--- config.mk ---
export PLATFORM = sky130hd
export DESIGN_NAME = ro_freq_counter_flat
export DESIGN_NICKNAME = d
export VERILOG_FILES = /design/src/rtl/ro_meas_pkg.sv /design/src/rtl/ro_freq_counter_if.sv /design/src/rtl/ro_sync_edge.sv /design/src/rtl/ro_freq_counter.sv /design/src/flat_wrapper.sv
export SDC_FILE = /design/constraint.sdc
export NUM_CORES = 1
export LEC_CHECK = 0
export BUFFER_PORTS_ARGS = -buffer_cell sky130_fd_sc_hd__clkbuf_2
export CORE_ASPECT_RATIO = 0.6
export CORE_MARGIN = 3
export CORE_UTILIZATION = 25
export DETAILED_ROUTE_END_ITERATION = 16
export HOLD_SLACK_MARGIN = 0.12
export SLEW_MARGIN = 10
export SYNTH_ARGS = -nofsm -noshare
export SYNTH_HDL_FRONTEND = slang
export SYNTH_SLANG_ARGS = --single-unit
export TNS_END_PERCENT = 100
--- constraint.sdc ---
create_clock -name clk -period 1.7 [get_ports clk]
set_input_delay 0.085 -clock clk [delete_from_list [all_inputs] [get_ports clk]]
set_output_delay 0.085 -clock clk [all_outputs]
set_load 0.005 [all_outputs]
--- src/rtl/ro_meas_pkg.sv ---
// Shared types and constants for the ring-oscillator frequency counter.
package ro_meas_pkg;

  typedef enum logic [1:0] {
    IDLE = 2'd0,
    GATE = 2'd1,
    DONE = 2'd2
  } state_t;

  localparam int unsigned DEF_GATE_CYCLES = 64;
  localparam int unsigned DEF_CNT_W       = 12;

  // Largest value representable in w bits (saturation ceiling of the edge count).
  function automatic int unsigned sat_value(input int unsigned w);
    return (32'd1 << w) - 32'd1;
  endfunction

endpackage

--- src/rtl/ro_freq_counter_if.sv ---
// Start/done measurement handshake and result bus.
interface ro_freq_counter_if #(
  parameter int unsigned CNT_W = 12
) ();

  logic             start;
  logic             busy;
  logic             done;
  logic [CNT_W-1:0] count;
  logic             overflow;

  modport master (output start, input busy, input done, input count, input overflow);
  modport slave  (input start, output busy, output done, output count, output overflow);

endinterface

--- src/rtl/ro_sync_edge.sv ---
// Two-flop synchroniser plus history flop; flags each synchronised rising edge.
module ro_sync_edge (
  input  logic clk,
  input  logic rst_n,
  input  logic ro_in,
  output logic rise
);

  logic s1;
  logic s2;
  logic p;

  // Synchroniser chain and edge history, running in every state.
  always_ff @(posedge clk or negedge rst_n) begin
    if (!rst_n) begin
      s1 <= 1'b0;
      s2 <= 1'b0;
      p  <= 1'b0;
    end else begin
      s1 <= ro_in;
      s2 <= s1;
      p  <= s2;
    end
  end

  assign rise = s2 & ~p;

endmodule

--- src/rtl/ro_freq_counter.sv ---
// Counts ro_in rising edges over a GATE_CYCLES window; start/done handshaked.
module ro_freq_counter
  import ro_meas_pkg::*;
#(
  parameter int unsigned GATE_CYCLES = DEF_GATE_CYCLES,
  parameter int unsigned CNT_W       = DEF_CNT_W
) (
  input  logic clk,
  input  logic rst_n,
  input  logic ro_in,
  ro_freq_counter_if.slave bus
);

  localparam int unsigned      GATE_W    = $clog2(GATE_CYCLES);
  localparam logic [CNT_W-1:0]  SAT       = CNT_W'(sat_value(CNT_W));
  localparam logic [GATE_W-1:0] GATE_LOAD = GATE_W'(GATE_CYCLES - 1);

  state_t            state_q;
  state_t            state_d;
  logic [GATE_W-1:0] gate_q;
  logic [GATE_W-1:0] gate_d;
  logic [CNT_W-1:0]  acc_q;
  logic [CNT_W-1:0]  acc_d;
  logic              ovf_acc_q;
  logic              ovf_acc_d;
  logic              busy_q;
  logic              busy_d;
  logic              done_q;
  logic              done_d;
  logic [CNT_W-1:0]  count_q;
  logic              overflow_q;
  logic              load_c;
  logic              rise;

  ro_sync_edge u_sync (
    .clk   (clk),
    .rst_n (rst_n),
    .ro_in (ro_in),
    .rise  (rise)
  );

  // State register.
  always_ff @(posedge clk or negedge rst_n) begin
    if (!rst_n) begin
      state_q <= IDLE;
    end else begin
      state_q <= state_d;
    end
  end

  // Next-state logic; start only matters in IDLE.
  always_comb begin
    state_d = state_q;
    unique case (state_q)
      IDLE:    if (bus.start) state_d = GATE;
      GATE:    if (gate_q == '0) state_d = DONE;
      DONE:    state_d = IDLE;
      default: state_d = IDLE;
    endcase
  end

  // Gate counter, saturating accumulator and next values of the registered outputs.
  always_comb begin
    gate_d    = gate_q;
    acc_d     = acc_q;
    ovf_acc_d = ovf_acc_q;
    busy_d    = (state_d == GATE);
    done_d    = (state_d == DONE);
    load_c    = (state_d == DONE);
    unique case (state_q)
      IDLE: begin
        if (bus.start) begin
          gate_d    = GATE_LOAD;
          acc_d     = '0;
          ovf_acc_d = 1'b0;
        end
      end
      GATE: begin
        // The rise in the final gate cycle is still counted.
        if (rise) begin
          if (acc_q == SAT) ovf_acc_d = 1'b1;
          else              acc_d     = acc_q + CNT_W'(1);
        end
        if (gate_q != '0) gate_d = gate_q - GATE_W'(1);
      end
      default: ;
    endcase
  end

  // Datapath and output registers; results load on entry to DONE and then hold.
  always_ff @(posedge clk or negedge rst_n) begin
    if (!rst_n) begin
      gate_q     <= '0;
      acc_q      <= '0;
      ovf_acc_q  <= 1'b0;
      busy_q     <= 1'b0;
      done_q     <= 1'b0;
      count_q    <= '0;
      overflow_q <= 1'b0;
    end else begin
      gate_q    <= gate_d;
      acc_q     <= acc_d;
      ovf_acc_q <= ovf_acc_d;
      busy_q    <= busy_d;
      done_q    <= done_d;
      if (load_c) begin
        count_q    <= acc_d;
        overflow_q <= ovf_acc_d;
      end
    end
  end

  assign bus.busy     = busy_q;
  assign bus.done     = done_q;
  assign bus.count    = count_q;
  assign bus.overflow = overflow_q;

endmodule

--- src/flat_wrapper.sv ---
// flat-port wrapper written by rule: the top's interface ports become plain ports
module ro_freq_counter_flat import ro_meas_pkg::*;
#(
  parameter int unsigned GATE_CYCLES = DEF_GATE_CYCLES,
  parameter int unsigned CNT_W       = DEF_CNT_W
)
  (clk, rst_n, ro_in, bus_start, bus_busy, bus_done, bus_count, bus_overflow);
  ro_freq_counter_if #(.CNT_W(CNT_W)) bus_i ();
  input  logic clk;
  input  logic rst_n;
  input  logic ro_in;
  input wire logic [$bits(bus_i.start)-1:0] bus_start;
  output wire logic [$bits(bus_i.busy)-1:0] bus_busy;
  output wire logic [$bits(bus_i.done)-1:0] bus_done;
  output wire logic [$bits(bus_i.count)-1:0] bus_count;
  output wire logic [$bits(bus_i.overflow)-1:0] bus_overflow;
  assign bus_i.start = bus_start;
  assign bus_busy = bus_i.busy;
  assign bus_done = bus_i.done;
  assign bus_count = bus_i.count;
  assign bus_overflow = bus_i.overflow;
  ro_freq_counter #(.GATE_CYCLES(GATE_CYCLES), .CNT_W(CNT_W)) u_core (.clk(clk), .rst_n(rst_n), .ro_in(ro_in), .bus(bus_i));
endmodule
==> flow_metrics.tcl <==
set metrics [dict create \
    status "finished, final reports clean" \
    clockRootBuffer "clkbuf_16" \
    synth-main-ff-cell "dfrtp_1" \
    gate_count_after_technology_mapping 175 \
    coreArea_um2 7417 \
    routed-via-count 1559 \
    top_level_ports 19 \
    dieArea_um2 8949 \
    max-vdd-ir-drop_v 0.0005467 \
    synthDominantCellAreaShare 0.4994 \
    pin_count_of_the_biggest_net_entering_global_routing 21 \
    post-route-period-util 0.9654 \
    first_pass_iters 4 \
    synthesis.area_per_instance_um2 11.17 \
    holdCritPathClass "input pin to flip-flop" \
    grt_first_pass_wirelength_mm 7.941 \
    global_route.overflow_total 0 \
    post_synth_main_area_contributors "dfrtp_1 50%, nand2_1 3.6%, mux2i_1 3.1%, mux2_2 2.3%, a31oi_1 1.9%" \
    cell_type_with_the_largest_total_area_after_synthesis "dfrtp_1" \
    top_library_cells_by_usage_in_the_layout_fill_and_taps_aside "38 x dfrtp_1, 28 x buf_4, 19 x nand2_1" \
    grt_antenna_before_repair 0 \
    nets_final 233 \
    pre_cts_ws_ns -0.05445 \
    worstSetupStartpointType "flip-flop" \
    drt.antenna.violating_nets 0 \
    worst_skew_pair_latency_ns 0.29 \
    postSynth.asyncResetShare 1.000 \
    avgRoutedWirePerCell_um 14.85 \
    timing.max_cap.violations 0 \
    placedInstanceArea_um2 2356 \
    grt_pass1_vias 1454 \
    synthDistinctLibCells 56 \
    htreeDepth 2 \
    worstMarginPinSlew_ns 0.5550 \
    required_ns 1.87 \
    net_count_synth 181 \
    fin_worst_hold_slack_ns 0.2226 \
    sum_of_routed_wire_length_over_all_layers_mm 4.915 \
    die_width_um 120.1 \
    post-route-util 0.3516 \
    placed_cells_incl_taps 319 \
    antenna_diode_count 0 \
    setup_tns_ns 0 \
    arrival_ns 1.81 \
    synthToLayoutAreaGrowth_pct 33.42 \
    p_int_mw 2.610 \
    track_usage 0.1166 \
    synth_sequential_area_ratio 0.4994 \
    final-hold-violation-count 0 \
    cts.sinks 39 \
    layoutNonFillerInstCount 331 \
    clock_path_buffers 2 \
    initial_core_util 0.2635 \
    clock_tree_from_tritoncts "yes" \
    slew_headroom 0.6300 \
    period_minus_slack_ns 1.641 \
    drt_drc_violations_left 0 \
    worst_hold_path.num_cells 3 \
    worst-r2r-cell-count 6 \
    totalPowerFinal_mw 4.010 \
    achievable-frequency_mhz 609.3 \
    rsz_0062_raised_after_global_routing "yes" \
    power.clock.fraction 0.234 \
    stdcell_area_um2 2608 \
    dp_hpwl_mm 3.529 \
    vias_per_cell 4.710 \
    syn_area_um2 1954 \
    combPwrFrac 0.369 \
    netSwitchingFraction 0.3492 \
    timing_worst_setup_path_type "flip-flop to flip-flop" \
    postSynthRegisterBits 39 \
    clkTransAtPathRegs_ns 0.06 \
    endpoint_kind "flip-flop" \
    fp-row-count 24 \
    routabilityCongestion 0.8396 \
    layout.cells.most_common "dfrtp_1" \
    power-per-cell-area_nw_per_um2 1538 \
    die_height_um 74.49 \
    synth_edf_count 0 \
    port_buffers 18 \
    pwr-share-seq 0.397 \
    yosys_warnings 0 \
    final_max_slew_viol_count 0 \
    worst_clock_skew_ns 0.004065 \
    tritoncts.num_buffers 5 \
    crit_path_max_fanout 6 \
    drt_iter0_markers 87 \
    setup_slack_ns 0.05888 \
    cellLeakagePower_nw 1.230 \
    switchingPower_mw 1.400 \
    report.final.setup_viol 0 \
    layout-drive-gt1-share 0.3877 \
]
[power groups by stage]
stage | Clock [mW] | Combinational [mW] | Sequential (mW)
after global placement | 0 | 1.36 | 1.57
final | 0.938 | 1.48 | 1.59
after floorplan | 0 | 0.827 | 1.53
after CTS | 0.958 | 1.41 | 1.56
after detailed placement | 0 | 1.38 | 1.58
after global routing | 1.01 | 1.66 | 1.65
[worst paths after layout]
| path | slack [ns] | startpoint | endpoint |
|---|---|---|---|
| worst max-delay path | 0.06 | u_core.gate_q[0] | u_core.bus.count[1] |
| worst min-delay path | 0.22 | bus_start | u_core.acc_q[5] |
| worst max register to register | 0.06 | u_core.gate_q[0] | u_core.bus.count[1] |
| worst min register to register | 0.35 | u_core.u_sync.s1 | u_core.u_sync.s2 |
| max in group asynchronous | 0.87 | rst_n | u_core.acc_q[2] |
| min in group asynchronous | 0.32 | rst_n | u_core.bus.count[6] |
[state kept, by name, indices dropped and copies added, names as in the netlist, 2 cells and up]
signal	count
u_core.acc_q	12
u_core.bus.count	12
u_core.gate_q	6
u_core.state_q	2
[logic make-up after synthesis]
| family | share of synthesized area |
|---|---|
| DFF | 0.4994 |
| muxes | 0.06146 |
| and+or+nand+nor | 0.2279 |
| adders and majority gates | 0.01280 |
| xor gates and xnor gates | 0.01345 |
| AOI/OAI and AO/OA | 0.1517 |
| buffers and inverters | 0.03328 |
[critical path, stage by stage (launching register included)]
cell	delay (ns)
dfrtp_1	0.39
inv_1	0.07
ha_2	0.17
and4bb_4	0.29
nand3b_4	0.16
clkinv_8	0.11
mux2_2	0.33
[cell usage after synthesis (3+ instances only)]
cell type and n:
dfrtp_1 39, nand2_1 19, nand3_1 7, nor2_1 7
a31oi_1 6, mux2i_1 6, a21oi_1 5, inv_1 5
nand4_1 5, o21ai_0 5, and3_1 4, mux2_2 4
and2_1 3, nor2b_1 3, o311ai_0 3, xnor2_1 3
[layout make-up]
class / count / area [um2]
Timing Repair Buffer: 50 / 351.6
Multi-Input combinational cell: 124 / 960.9
Tap cell: 104 / 130.1
Timing Repair inverter: 1 / 8.758
Clock inverter: 1 / 5.005
Clock buffer: 6 / 138.9
Sequential cell: 39 / 977.2
Fill cell: 757 / 4810
Inverter: 6 / 35.03
[per-layer routing]
metal  wire length, um  vias to the layer above  global-route usage
met2              1815                       30              0.1405
met5                 0                        -                   0
li1                  -                      759                   -
met1              2821                      763              0.1871
met3               217                        7             0.03951
met4                59                        0             0.03426
[timing repair]
action,CTS,global route
pin swaps,2,2
gates cloned,0,1
buffers inserted,0,2
hold buffers,2,0
gates resized for setup,2,16
setup endpoints to repair,12,17
endpoints found under the hold margin,20,0
No activity file was read; power rests on OpenSTA's default activity.
